File: config.mk
export PLATFORM = sky130hd
export DESIGN_NAME = ifu_fq_flat
export DESIGN_NICKNAME = d
export VERILOG_FILES = /design/src/rtl/ifu_fq_if.sv /design/src/rtl/ifu_fq.sv /design/src/flat_wrapper.sv
export SDC_FILE = /design/constraint.sdc
export NUM_CORES = 1
export LEC_CHECK = 0
export ABC_AREA = 0
export CORE_ASPECT_RATIO = 1.2
export CORE_MARGIN = 2
export CORE_UTILIZATION = 40
export CTS_BUF_LIST = sky130_fd_sc_hd__clkbuf_4 sky130_fd_sc_hd__clkbuf_8 sky130_fd_sc_hd__clkbuf_16
export CTS_CLUSTER_DIAMETER = 30
export DETAILED_ROUTE_END_ITERATION = 10
export GPL_ROUTABILITY_DRIVEN = 0
export SETUP_SLACK_MARGIN = 0.02
export SLEW_MARGIN = 15
export SYNTH_ARGS = -nofsm -noshare
export SYNTH_HDL_FRONTEND = slang
export SYNTH_SLANG_ARGS = --single-unit
File: constraint.sdc
create_clock -name clk -period 9.76 [get_ports clk]
set_input_delay 1.952 -clock clk [delete_from_list [all_inputs] [get_ports clk]]
set_output_delay 1.952 -clock clk [all_outputs]
set_load 0.01 [all_outputs]
File: src/rtl/ifu_fq_if.sv
// ifu_fq_if: generic valid/ready handshake carrying a packed payload.
// The master drives vld/pkt, the slave drives rdy.
`ifndef RV_PC_SIZE
`define RV_PC_SIZE 32
`endif
`ifndef RV_IR_SIZE
`define RV_IR_SIZE 32
`endif

interface ifu_fq_if #(
    parameter int W = 32
);
    logic         vld;
    logic         rdy;
    logic [W-1:0] pkt;

    modport mst (
        output vld,
        output pkt,
        input  rdy
    );

    modport slv (
        input  vld,
        input  pkt,
        output rdy
    );
endinterface

File: src/rtl/ifu_fq.sv
// ifu_fq: queued fetch unit with in-flight PC FIFO, instruction buffer and redirect drop.
// Optional IFU_PERF_EN adds saturating fetch/drop/starve counters.
`ifndef RV_PC_SIZE
`define RV_PC_SIZE 32
`endif
`ifndef RV_IR_SIZE
`define RV_IR_SIZE 32
`endif

module ifu_fq #(
    parameter int              OST_DEPTH  = 2,
    parameter int              IBUF_DEPTH = 4,
    parameter int              PC_W       = `RV_PC_SIZE,
    parameter int              IR_W       = `RV_IR_SIZE,
    parameter logic [PC_W-1:0] RST_PC     = {PC_W{1'b0}}
) (
    input  logic        clk,
    input  logic        rst_n,
    ifu_fq_if.mst       fch_req_mst,
    ifu_fq_if.slv       fch_rsp_slv,
    ifu_fq_if.mst       ex_req_mst,
    ifu_fq_if.slv       rdr_req_slv
`ifdef IFU_PERF_EN
    ,
    output logic [31:0] perf_fch_cnt,
    output logic [31:0] perf_drop_cnt,
    output logic [31:0] perf_starve_cnt
`endif
);

    localparam int OW  = $clog2(OST_DEPTH + 1);
    localparam int BW  = $clog2(IBUF_DEPTH + 1);
    localparam int SW  = $clog2(OST_DEPTH + IBUF_DEPTH + 1);
    localparam int OPW = (OST_DEPTH > 1) ? $clog2(OST_DEPTH) : 1;
    localparam int IPW = (IBUF_DEPTH > 1) ? $clog2(IBUF_DEPTH) : 1;

    typedef struct packed {
        logic [IR_W-1:0] raw;
    } ir_t;

    typedef struct packed {
        ir_t             ir;
        logic [PC_W-1:0] pc;
    } ex_pkt_t;

    typedef enum logic [1:0] {
        IDLE,
        RUN,
        DRAIN
    } state_t;

    state_t          state;
    logic [PC_W-1:0] pc;
    logic [OW-1:0]   ost;
    logic [OW-1:0]   drop;
    logic [OW-1:0]   ost_eff;
    logic [OW-1:0]   drop_nxt;
    logic [SW-1:0]   occ;

    logic [PC_W-1:0] ofq [OST_DEPTH];
    logic [OPW-1:0]  ofq_wp;
    logic [OPW-1:0]  ofq_rp;

    ex_pkt_t         ibuf [IBUF_DEPTH];
    logic [IPW-1:0]  ib_wp;
    logic [IPW-1:0]  ib_rp;
    logic [BW-1:0]   ib_cnt;

    logic            rdr;
    logic            req_hsk;
    logic            rsp_hsk;
    logic            ex_hsk;
    logic            ib_push;

    function automatic logic [OPW-1:0] ofq_inc(input logic [OPW-1:0] p);
        return (p == OPW'(OST_DEPTH - 1)) ? '0 : p + OPW'(1);
    endfunction

    function automatic logic [IPW-1:0] ib_inc(input logic [IPW-1:0] p);
        return (p == IPW'(IBUF_DEPTH - 1)) ? '0 : p + IPW'(1);
    endfunction

    assign rdr     = rdr_req_slv.vld;
    assign req_hsk = fch_req_mst.vld & fch_req_mst.rdy;
    assign rsp_hsk = fch_rsp_slv.vld & fch_rsp_slv.rdy;
    assign ex_hsk  = ex_req_mst.vld & ex_req_mst.rdy;
    assign ib_push = rsp_hsk & (drop == '0) & ~rdr;

    // Requests are suppressed during a redirect, so req_hsk is 0 then.
    assign ost_eff = ost + OW'(req_hsk) - OW'(rsp_hsk);

    // Slots already promised to in-flight live responses count as used.
    assign occ = SW'(ost) + SW'(ib_cnt) - SW'(drop);

    always_comb begin
        drop_nxt = drop;
        if (rdr) begin
            drop_nxt = ost_eff;
        end else if (rsp_hsk && drop != '0) begin
            drop_nxt = drop - OW'(1);
        end
    end

    assign fch_req_mst.vld = (state != IDLE) & ~rdr
                           & (ost < OW'(OST_DEPTH))
                           & (occ < SW'(IBUF_DEPTH));
    assign fch_req_mst.pkt = pc;
    assign fch_rsp_slv.rdy = 1'b1;
    assign rdr_req_slv.rdy = 1'b1;
    assign ex_req_mst.vld  = (ib_cnt != '0) & ~rdr;
    assign ex_req_mst.pkt  = ibuf[ib_rp];

    always_ff @(posedge clk or negedge rst_n) begin
        if (!rst_n) begin
            state <= IDLE;
        end else begin
            state <= (drop_nxt != '0) ? DRAIN : RUN;
        end
    end

    always_ff @(posedge clk or negedge rst_n) begin
        if (!rst_n) begin
            pc   <= RST_PC;
            ost  <= '0;
            drop <= '0;
        end else begin
            ost  <= ost_eff;
            drop <= drop_nxt;
            if (rdr) begin
                pc <= rdr_req_slv.pkt;
            end else if (req_hsk) begin
                pc <= pc + PC_W'(4);
            end
        end
    end

    always_ff @(posedge clk or negedge rst_n) begin
        if (!rst_n) begin
            ofq_wp <= '0;
            ofq_rp <= '0;
            for (int i = 0; i < OST_DEPTH; i++) begin
                ofq[i] <= '0;
            end
        end else begin
            if (req_hsk) begin
                ofq[ofq_wp] <= pc;
                ofq_wp      <= ofq_inc(ofq_wp);
            end
            if (rsp_hsk) begin
                ofq_rp <= ofq_inc(ofq_rp);
            end
        end
    end

    always_ff @(posedge clk or negedge rst_n) begin
        if (!rst_n) begin
            ib_wp  <= '0;
            ib_rp  <= '0;
            ib_cnt <= '0;
            for (int i = 0; i < IBUF_DEPTH; i++) begin
                ibuf[i] <= '0;
            end
        end else if (rdr) begin
            ib_wp  <= '0;
            ib_rp  <= '0;
            ib_cnt <= '0;
        end else begin
            if (ib_push) begin
                ibuf[ib_wp] <= {fch_rsp_slv.pkt, ofq[ofq_rp]};
                ib_wp       <= ib_inc(ib_wp);
            end
            if (ex_hsk) begin
                ib_rp <= ib_inc(ib_rp);
            end
            ib_cnt <= ib_cnt + BW'(ib_push) - BW'(ex_hsk);
        end
    end

`ifdef IFU_PERF_EN
    always_ff @(posedge clk or negedge rst_n) begin
        if (!rst_n) begin
            perf_fch_cnt    <= '0;
            perf_drop_cnt   <= '0;
            perf_starve_cnt <= '0;
        end else begin
            if (req_hsk && perf_fch_cnt != '1) begin
                perf_fch_cnt <= perf_fch_cnt + 32'd1;
            end
            if (rsp_hsk && drop != '0 && perf_drop_cnt != '1) begin
                perf_drop_cnt <= perf_drop_cnt + 32'd1;
            end
            if (state == RUN && ib_cnt == '0 && perf_starve_cnt != '1) begin
                perf_starve_cnt <= perf_starve_cnt + 32'd1;
            end
        end
    end
`endif

    a_rsp_ost: assert property (
        @(posedge clk) disable iff (!rst_n)
        !(fch_rsp_slv.vld && ost == '0)
    );

endmodule

File: src/flat_wrapper.sv
// flat-port wrapper written by rule: the top's interface ports become plain ports
module ifu_fq_flat 
#(
    parameter int              OST_DEPTH  = 2,
    parameter int              IBUF_DEPTH = 4,
    parameter int              PC_W       = `RV_PC_SIZE,
    parameter int              IR_W       = `RV_IR_SIZE,
    parameter logic [PC_W-1:0] RST_PC     = {PC_W{1'b0}}
)
  (clk, rst_n, fch_req_mst_vld, fch_req_mst_pkt, fch_req_mst_rdy, fch_rsp_slv_vld, fch_rsp_slv_pkt, fch_rsp_slv_rdy, ex_req_mst_vld, ex_req_mst_pkt, ex_req_mst_rdy, rdr_req_slv_vld, rdr_req_slv_pkt, rdr_req_slv_rdy);
  ifu_fq_if #(.W(PC_W)) fch_req_mst_i ();
  ifu_fq_if #(.W(IR_W)) fch_rsp_slv_i ();
  ifu_fq_if #(.W(IR_W + PC_W)) ex_req_mst_i ();
  ifu_fq_if #(.W(PC_W)) rdr_req_slv_i ();
  input  logic clk;
  input  logic rst_n;
  output wire logic [$bits(fch_req_mst_i.vld)-1:0] fch_req_mst_vld;
  output wire logic [$bits(fch_req_mst_i.pkt)-1:0] fch_req_mst_pkt;
  input wire logic [$bits(fch_req_mst_i.rdy)-1:0] fch_req_mst_rdy;
  input wire logic [$bits(fch_rsp_slv_i.vld)-1:0] fch_rsp_slv_vld;
  input wire logic [$bits(fch_rsp_slv_i.pkt)-1:0] fch_rsp_slv_pkt;
  output wire logic [$bits(fch_rsp_slv_i.rdy)-1:0] fch_rsp_slv_rdy;
  output wire logic [$bits(ex_req_mst_i.vld)-1:0] ex_req_mst_vld;
  output wire logic [$bits(ex_req_mst_i.pkt)-1:0] ex_req_mst_pkt;
  input wire logic [$bits(ex_req_mst_i.rdy)-1:0] ex_req_mst_rdy;
  input wire logic [$bits(rdr_req_slv_i.vld)-1:0] rdr_req_slv_vld;
  input wire logic [$bits(rdr_req_slv_i.pkt)-1:0] rdr_req_slv_pkt;
  output wire logic [$bits(rdr_req_slv_i.rdy)-1:0] rdr_req_slv_rdy;
  assign fch_req_mst_vld = fch_req_mst_i.vld;
  assign fch_req_mst_pkt = fch_req_mst_i.pkt;
  assign fch_req_mst_i.rdy = fch_req_mst_rdy;
  assign fch_rsp_slv_i.vld = fch_rsp_slv_vld;
  assign fch_rsp_slv_i.pkt = fch_rsp_slv_pkt;
  assign fch_rsp_slv_rdy = fch_rsp_slv_i.rdy;
  assign ex_req_mst_vld = ex_req_mst_i.vld;
  assign ex_req_mst_pkt = ex_req_mst_i.pkt;
  assign ex_req_mst_i.rdy = ex_req_mst_rdy;
  assign rdr_req_slv_i.vld = rdr_req_slv_vld;
  assign rdr_req_slv_i.pkt = rdr_req_slv_pkt;
  assign rdr_req_slv_rdy = rdr_req_slv_i.rdy;
  ifu_fq #(.OST_DEPTH(OST_DEPTH), .IBUF_DEPTH(IBUF_DEPTH), .PC_W(PC_W), .IR_W(IR_W), .RST_PC(RST_PC)) u_core (.clk(clk), .rst_n(rst_n), .fch_req_mst(fch_req_mst_i), .fch_rsp_slv(fch_rsp_slv_i), .ex_req_mst(ex_req_mst_i), .rdr_req_slv(rdr_req_slv_i));
endmodule
==> flow_summary.toml, run 1 <==
[power_and_ir_drop]
power_frac_comb_pct = 24.6
p_int_mw = 5.178
p_seq_share_pct = 31.5
leakagePower_nw = 9.725
cellPowerDensity_nw_per_um2 = 329.5
p_clk_share_pct = 43.9
netSwitchingFraction_pct = 27.84
vdd_drop_max_uv = 223.2
power_switching_mw = 1.998

[route]
vias_per_cell = 5.163
wirelength_mm = 38.20
route.met2.wl_mm = 18.02
drc = 0
drt_first_pass_iters = 4
route.met3.wl_mm = 1.728
vias = 10500
drt-met1-wl_mm = 17.50
ant_nets = 0
dr.max_layer_used = "met4"
first_iter_violations = 522
drt-wirelength-per-cell_um = 18.78

[global_routing]
antenna_found_initial = 0
gr-total-overflow = 0
grt_max_degree = 143
grt_pass1_wl_mm = 62.47
grt_pass1_vias = 11410
grt_usage_pct = 18.62

[logic_synthesis]
synth.distinct_cells = 48
yosysMostFrequentCell = "dfrtp_1"
yosys-top-cells-area = "dfrtp_1, mux2_2, mux4_2"
synth_edf_count = 0
syn_avg_cell_area_um2 = 13.25
yosysTopAreaCellShare_pct = 55.72
synth_top_cells_by_count = "dfrtp_1, nand2_1, o21ai_0"
async_reset_ff_share_pct = 100.0
yosysTopAreaCell = "dfrtp_1"
ys_seq_area_share_pct = 55.72
yosysWarnings = 0
ys_ff_latch = 367
ys_dominant_reg_cell = "dfrtp_1"
syn_area_um2 = 16480
syn_inst = 1244

[timing]
setup_viol = 0
slew_headroom_pct = 22.32
fin_setup_tns_ns = 0
period_share_pct = 56.97
worst_pin_slew_ns = 1.165
hold_viol_final = 0
drv_slew = 0
skew_ns = 0.01624
hold_slack_ns = 0.4708
fmax_mhz = 179.9
period_minus_slack_ns = 5.560
rsz0062_at_grt = "false"

[floorplan]
die_h_um = 226.4
num_io_pins = 170
die_x_um = 189.3
initial_core_util_pct = 40.46
fp-row-count = 81
core_um2 = 40740
die_area_um2 = 42860

[clock_network]
htreeDepth = 3
clk_latency_ns = 0.59
clock_path_buffers = 3
post-cts-setup-buffers = 0
clk_pin_slew_ns = 0.04
cts_num_sinks = 367
hold_buffers = 0
tritoncts = "built"
cts_buffers = 83
cts_root_buf = "clkbuf_16"
cts_resized = 0

[setup_path]
crit_path_max_fanout = 28
crit_type = "flop to primary output"
cp.arrival_ns = 3.61
cp-start-kind = "flop"
cp.required_ns = 7.81
crit_path_end_kind = "primary output"
r2r_cells = 11

[place]
portBuffers = 167
dp.cells = 1881
dp_hpwl_mm = 23.03
post_dp_cell_area_um2 = 18570

[run]
drv_cap = 0

[final_layout]
finalNonFillerCells = 2034
fin_nets = 1512
drive_gt1_share_pct = 28.43
design_area_um2 = 21780
diodes = 0
area_growth_pct = 32.12

[min_path]
min_path_cells = 2
worst_hold_path_type = "flop to flop"

[outcome]
status = "completed"
cells in the final DEF (no fill, tap or decap), drive strengths merged, types with 4 or more instances in the layout:
cell type      count
dfrtp            367
mux2             196
nand2            174
clkdlybuf4s50    165
o21ai            156
clkbuf            98
mux4              64
mux2i             34
xnor2             27
inv               26
bufinv            22
clkinv            18
a2111oi           18
buf               16
nand3             13
ha                13
nor2               9
nand4              9
clkinvlp           8
a211oi             8
xor2               7
and3               7
a21oi              6
and2               5
and4               4
cells by family (layout without fill, tap and decap cells):
group	after synthesis	in the layout	synth area share, %
AND/OR/NAND/NOR	237	237	6.262
XOR/XNOR	34	34	1.807
AO/OA/AOI/OAI	193	193	7.128
adder cells (fa/ha/maj)	15	15	1.230
other	1	2	0.02275
flip-flops	367	367	55.72
multiplexers	294	294	24.88
buffers and inverters	103	353	2.953
power groups by stage:
stage	clock network, mW	registers (mW)	logic, mW
after floorplan	0	2.13	1.22
after detailed placement	0	2.28	1.78
after global routing	3.29	2.33	1.93
final	3.15	2.26	1.76
after CTS	3.21	2.27	1.79
after global placement	0	2.26	1.75
worst max-delay path, stage by stage (launching register included):
cell and delay, ns:
dfrtp_1 0.43, inv_1 0.09, fa_1 0.53, inv_1 0.04, ha_1 0.27, and3b_1 0.18
or3_1 0.32, buf_4 0.26, a21oi_1 0.18, and3_1 0.18, clkdlybuf4s50_1 0.53
path summary, 6_finish.rpt:
check	startpoint	to	slack, ns
min in group asynchronous	rst_n	u_core.ibuf[242]	1.31
min	u_core.ibuf[218]	u_core.ibuf[218]	0.47
min reg2reg	u_core.ibuf[218]	u_core.ibuf[218]	0.47
max reg2reg	u_core.ib_cnt[1]	u_core.ofq[17]	5.96
max in group asynchronous	rst_n	u_core.ib_rp[0]	6.88
max	u_core.ib_cnt[1]	fch_req_mst_vld	4.20
stage by stage:
step	total power [mW]	setup slack, ns	util (%)
final	7.175	4.200	53.45
after global routing	7.546	3.969	53.45
after CTS	7.270	4.186	53.45
after detailed placement	4.066	4.432	45.59
after global placement	4.015	4.422	45.59
after floorplan	3.351	5.038	-
layout make-up:
type	instances	area, um^2
multi-input cells	775	6849
inverters	19	71.32
well taps	539	674.4
repair buffers	181	1789
fillers	3446	18960
clock buffers	98	2286
clock inverters	55	917.1
flip-flops and latches	367	9190
per-layer routing:
layer	global-route usage (%)	vias up
li1	-	4876
met1	24.53	5328
met5	0	-
met4	7.452	0
met2	30.10	234
met3	4.040	63
flip-flops by register name, summed over array words and instances, names as in the netlist:
signal,cells
u_core.ib_wp,2
u_core.ib_cnt,3
u_core.ibuf,256
u_core.state,2
u_core.ost,2
u_core.drop,2
u_core.fch_req_mst.pkt,32
u_core.ofq_wp,1
u_core.ofq,64
u_core.ofq_rp,1
u_core.ib_rp,2
Note: power is estimated with default switching activity, not from simulation.
==> run 2, diff against run 1 <==
==> constraint.sdc (replaced) <==
create_clock -name clk -period 4.65 [get_ports clk]
set_input_delay 0.93 -clock clk [delete_from_list [all_inputs] [get_ports clk]]
set_output_delay 0.93 -clock clk [all_outputs]
set_load 0.01 [all_outputs]
==> flow_summary.toml, run 2 (synthesis results as in run 1) <==
[outcome]
status = "completed"

[setup_path]
r2r_setup_slack_ns = 1.03
crit_type = "flop to primary output"
slowest_stage = "fa_1"
crit_path_max_fanout = 4
r2r_cells = 11
cp-start-kind = "flop"
cp_common_cell = "inv_1"
cp.arrival_ns = 3.36
worstPathCellList = "inv_1 -> fa_1 -> inv_1 -> ha_1 -> and3b_1 -> or3_1 -> a21oi_1 -> and3_1 -> clkdlybuf4s50_1"
cp.required_ns = 3.72
crit_path_end_kind = "primary output"
reg2reg_from = "u_core.ib_cnt[1]"
cp_slowest_stage_delay_ns = 0.55
reg2reg_to = "u_core.ofq[0]"

[floorplan]
core_um2 = 40740
initial_core_util_pct = 40.46
num_io_pins = 170
fp-row-count = 81
die_h_um = 226.4
die_area_um2 = 42860
die_x_um = 189.3

[timing]
rsz0062_at_grt = "false"
skew_ns = 0.02156
worst_pin_slew_ns = 1.074
drv_slew = 0
fmax_mhz = 233.3
hold_viol_final = 0
setup_ws_ns = 0.3636
period_share_pct = 92.18
fin_setup_tns_ns = 0
setup_viol = 0
period_minus_slack_ns = 4.286
slew_headroom_pct = 28.39

[route]
wirelength_mm = 37.95
drc = 0
ant_nets = 0
first_iter_violations = 536
vias_per_cell = 5.147
drt-wirelength-per-cell_um = 18.49
vias = 10560
drt_first_pass_iters = 4

[final_layout]
drive_gt1_share_pct = 29.28
largest_reg_flops = 256
area_growth_pct = 31.68
fin_nets = 1527
design_area_um2 = 21700
diodes = 0
final_util_pct = 53.27
layout_commonest_cell = "dfrtp_1"
largest_register = "u_core.ibuf"
most-common-layout-cells = "dfrtp_1, nand2_1, clkdlybuf4s50_1, o21ai_0, mux2_2"

[clock_network]
cts_resized = 0
hold_buffers = 0
cts_buffers = 87
cts_num_sinks = 367
tritoncts = "built"
clk_pin_slew_ns = 0.04
clk_latency_ns = 0.60
htreeDepth = 3
clock_path_buffers = 3
post-cts-setup-buffers = 0
cts_root_buf = "clkbuf_16"

[place]
post_dp_cell_area_um2 = 18690
portBuffers = 167
dp_slack_ns = 0.9719
dp_hpwl_mm = 23.26

[global_routing]
antenna_found_initial = 0
grt_pass1_wl_mm = 61.49
grt_max_degree = 109
grt_pass1_vias = 11340
gr-total-overflow = 0
grt_usage_pct = 18.38
grt_use_met1_pct = 23.85
grt_util_met3_pct = 3.947
met2_usage_pct = 30.41
grt.busiest_layer = "met2"

[min_path]
worst_hold_path_type = "input port to asynchronous set/reset pin"

[power_and_ir_drop]
leakagePower_nw = 9.716
cellPowerDensity_nw_per_um2 = 672.7
vdd_drop_max_uv = 478.8

[run]
drv_cap = 0
[run 2: changes by cell type in the layout (fill, tap and decap cells not counted), sizes merged]
cell	previous run	this run
inv	26	29
clkinv	18	21
clkbuf	98	111
buf	16	27
bufinv	22	10
[run 2: through the flow]
stage / total power, mW / hold slack (ns) / instances
after global routing: 15.37 / 0.4505 / 2052
after global placement: 8.459 / 0.4557 / 1892
after floorplan: 7.033 / 0.4446 / 1245
final: 14.60 / 0.3863 / 2052
after detailed placement: 8.576 / 0.4654 / 1892
after CTS: 14.79 / 0.4156 / 2052
[run 2: worst max-delay path, delay by kind of cell (launching register included)]
kind | cells | cell delay (ns)
adders and majority gates | 2 | 0.83
and+or+nand+nor | 3 | 0.71
buffers and inverters | 3 | 0.68
DFF | 1 | 0.42
AOI/OAI and AO/OA | 1 | 0.14
[run 2: report_power, final]
part | switching (mW) | leakage (nW) | internal, mW
sequential | 0.607 | 4.84 | 4.10
clock | 1.87 | 1.49 | 4.23
combinational | 1.72 | 3.40 | 2.07
total | 4.20 | 9.72 | 10.4
[run 2: worst max-delay path by stage]
| stage | cells past startpoint | slack [ns] | start | to |
|---|---|---|---|---|
| final | 9 | 0.36 | u_core.ib_cnt[1] | fch_req_mst_vld |
| after global routing | 9 | 0.23 | u_core.ib_cnt[1] | fch_req_mst_vld |
| after CTS | 9 | 0.32 | u_core.ib_cnt[1] | fch_req_mst_vld |
| after detailed placement | 9 | 0.97 | u_core.ib_cnt[1] | fch_req_mst_vld |
| after global placement | 9 | 0.99 | u_core.ib_cnt[1] | fch_req_mst_vld |
| after floorplan | 9 | 1.29 | u_core.ib_cnt[1] | fch_req_mst_vld |
[run 2: routing by layer]
| metal | share of wire (%) | up-vias |
|---|---|---|
| met1 | 44 | 5360 |
| met5 | 0 | - |
| li1 | - | 4894 |
| met3 | 4.9 | 53 |
| met4 | 1.9 | 0 |
| met2 | 49 | 255 |
[run 2: cell type report]
cell class | instances | area, um^2
Fill cell | 3466 | 19040
Sequential cell | 367 | 9190
Multi-Input combinational cell | 775 | 6849
Clock buffer | 111 | 2419
Timing Repair Buffer | 192 | 1909
Tap cell | 539 | 674.4
Clock inverter | 49 | 591.8
Inverter | 19 | 71.32
==> run 3, diff against run 2 <==
--- a/config.mk
+++ b/config.mk
@@ -9,7 +9,7 @@
 export CORE_ASPECT_RATIO = 1.2
 export CORE_MARGIN = 2
 export CORE_UTILIZATION = 40
-export CTS_BUF_LIST = sky130_fd_sc_hd__clkbuf_4 sky130_fd_sc_hd__clkbuf_8 sky130_fd_sc_hd__clkbuf_16
+export CTS_BUF_LIST = sky130_fd_sc_hd__clkbuf_4
 export CTS_CLUSTER_DIAMETER = 30
 export DETAILED_ROUTE_END_ITERATION = 10
 export GPL_ROUTABILITY_DRIVEN = 0
==> flow_summary.toml, run 3 (synthesis results as in run 1) <==
[setup_path]
crit_type = "flop to primary output"
cp.required_ns = 3.72
crit_path_max_fanout = 4
crit_path_end_kind = "primary output"
reg2reg_from = "u_core.ib_cnt[1]"
crit_path_start = "u_core.ib_cnt[1]"
cp-start-kind = "flop"
cp.arrival_ns = 3.17

[timing]
fmax_mhz = 243.6
skew_ns = 0.03955
rsz0062_at_grt = "false"
setup_viol = 0
slew_headroom_pct = 28.60
worst_pin_slew_ns = 1.071
hold_slack_ns = 0.1917
hold_viol_final = 0
setup_ws_ns = 0.5453
fin_setup_tns_ns = 0
period_minus_slack_ns = 4.105
drv_slew = 0
period_share_pct = 88.27

[floorplan]
die_area_um2 = 42860
die_x_um = 189.3
num_io_pins = 170
fp-row-count = 81
die_h_um = 226.4
core_um2 = 40740
initial_core_util_pct = 40.46

[route]
first_iter_violations = 492
drt-wirelength-per-cell_um = 17.90
vias_per_cell = 5.109
drt_first_pass_iters = 4
drc = 0
vias = 10600
ant_nets = 0
wirelength_mm = 37.14

[final_layout]
largest_reg_flops = 256
regArea_um2 = 9190
drive_gt1_share_pct = 29.12
fill_cells = 3736
multi_input_comb_area_um2 = 6849
layout_commonest_cell = "dfrtp_1"
area_growth_pct = 21.69
largest_register = "u_core.ibuf"
fin_nets = 1542
most-common-layout-cells = "dfrtp_1, nand2_1, clkdlybuf4s50_1, o21ai_0, clkbuf_4"

[power_and_ir_drop]
vdd_drop_max_uv = 355.3
leakagePower_nw = 9.057
cellPowerDensity_nw_per_um2 = 571.6

[place]
dp_hpwl_mm = 23.26
dp_slack_ns = 0.9719
portBuffers = 167

[clock_network]
cts_num_sinks = 367
cts_buffers = 102
tritoncts = "built"
htreeDepth = 3
clk_pin_slew_ns = 0.06
cts_root_buf = "clkbuf_4"
clock_path_buffers = 3
clk_latency_ns = 0.80
hold_buffers = 0

[global_routing]
grt_usage_pct = 17.96
antenna_found_initial = 1
grt_max_degree = 109
grt_pass1_wl_mm = 60.26
gr-total-overflow = 0
grt_pass1_vias = 11290

[min_path]
worst_hold_path_type = "input port to asynchronous set/reset pin"

[run]
drv_cap = 0

[outcome]
status = "completed"
run 3: per-stage QoR:
step	power, mW	utilization [%]	area, um^2	std cells
detailed placement	8.576	45.88	18690	1892
floorplan	7.033	-	16490	1245
global placement	8.459	45.88	18690	1892
global route	12.24	49.24	20060	2075
finish	11.47	49.24	20060	2075
CTS	11.68	49.22	20050	2074
run 3: worst paths after layout:
path	end	slack, ns	cells past startpoint
setup / recovery	fch_req_mst_vld	0.55	9
hold reg to reg	u_core.ibuf[88]	0.47	2
min in group clk	u_core.ibuf[88]	0.47	2
setup reg to reg	u_core.state[1]	1.02	14
hold / removal	u_core.ibuf[179]	0.19	1
max in group asynchronous	u_core.ofq[58]	3.37	2
run 3: area by class of cell:
| type | count | area share (%) |
|---|---|---|
| Antenna cell | 1 | 0.01248 |
| Clock buffer | 148 | 5.539 |
| Clock inverter | 34 | 1.241 |
| Inverter | 19 | 0.3555 |
| Multi-Input combinational cell | 775 | 34.14 |
| Sequential cell | 367 | 45.81 |
| Tap cell | 539 | 3.362 |
| Timing Repair Buffer | 192 | 9.531 |
run 3: where the power goes:
group / leakage [nW] / switching, mW / total, mW / internal [mW]
clock network: 0.809 / 1.33 / 3.01 / 1.68
logic: 3.41 / 1.71 / 3.77 / 2.07
registers: 4.84 / 0.598 / 4.68 / 4.09
run 3: routing by layer:
metal / vias up / global-route usage [%] / wire length (um)
met3: 47 / 4.117 / 1801
li1: 4962 / - / -
met1: 5352 / 23.26 / 16690
met2: 240 / 29.42 / 17990
met5: - / 0 / 0
met4: 0 / 7.002 / 652
run 3: repair_timing:
action | CTS | global route
setup endpoints to repair | 0 | 1
buffers inserted | 0 | 0
gates resized for setup | 0 | 1
run 3: critical path, cell delays in order (launching register included):
cell and delay (ns):
dfrtp_1 0.42, inv_1 0.09, fa_1 0.55, inv_1 0.05, ha_1 0.27, and3b_1 0.18
or3_1 0.33, a21oi_1 0.14, and3_1 0.20, dlymetal6s2s_1 0.17
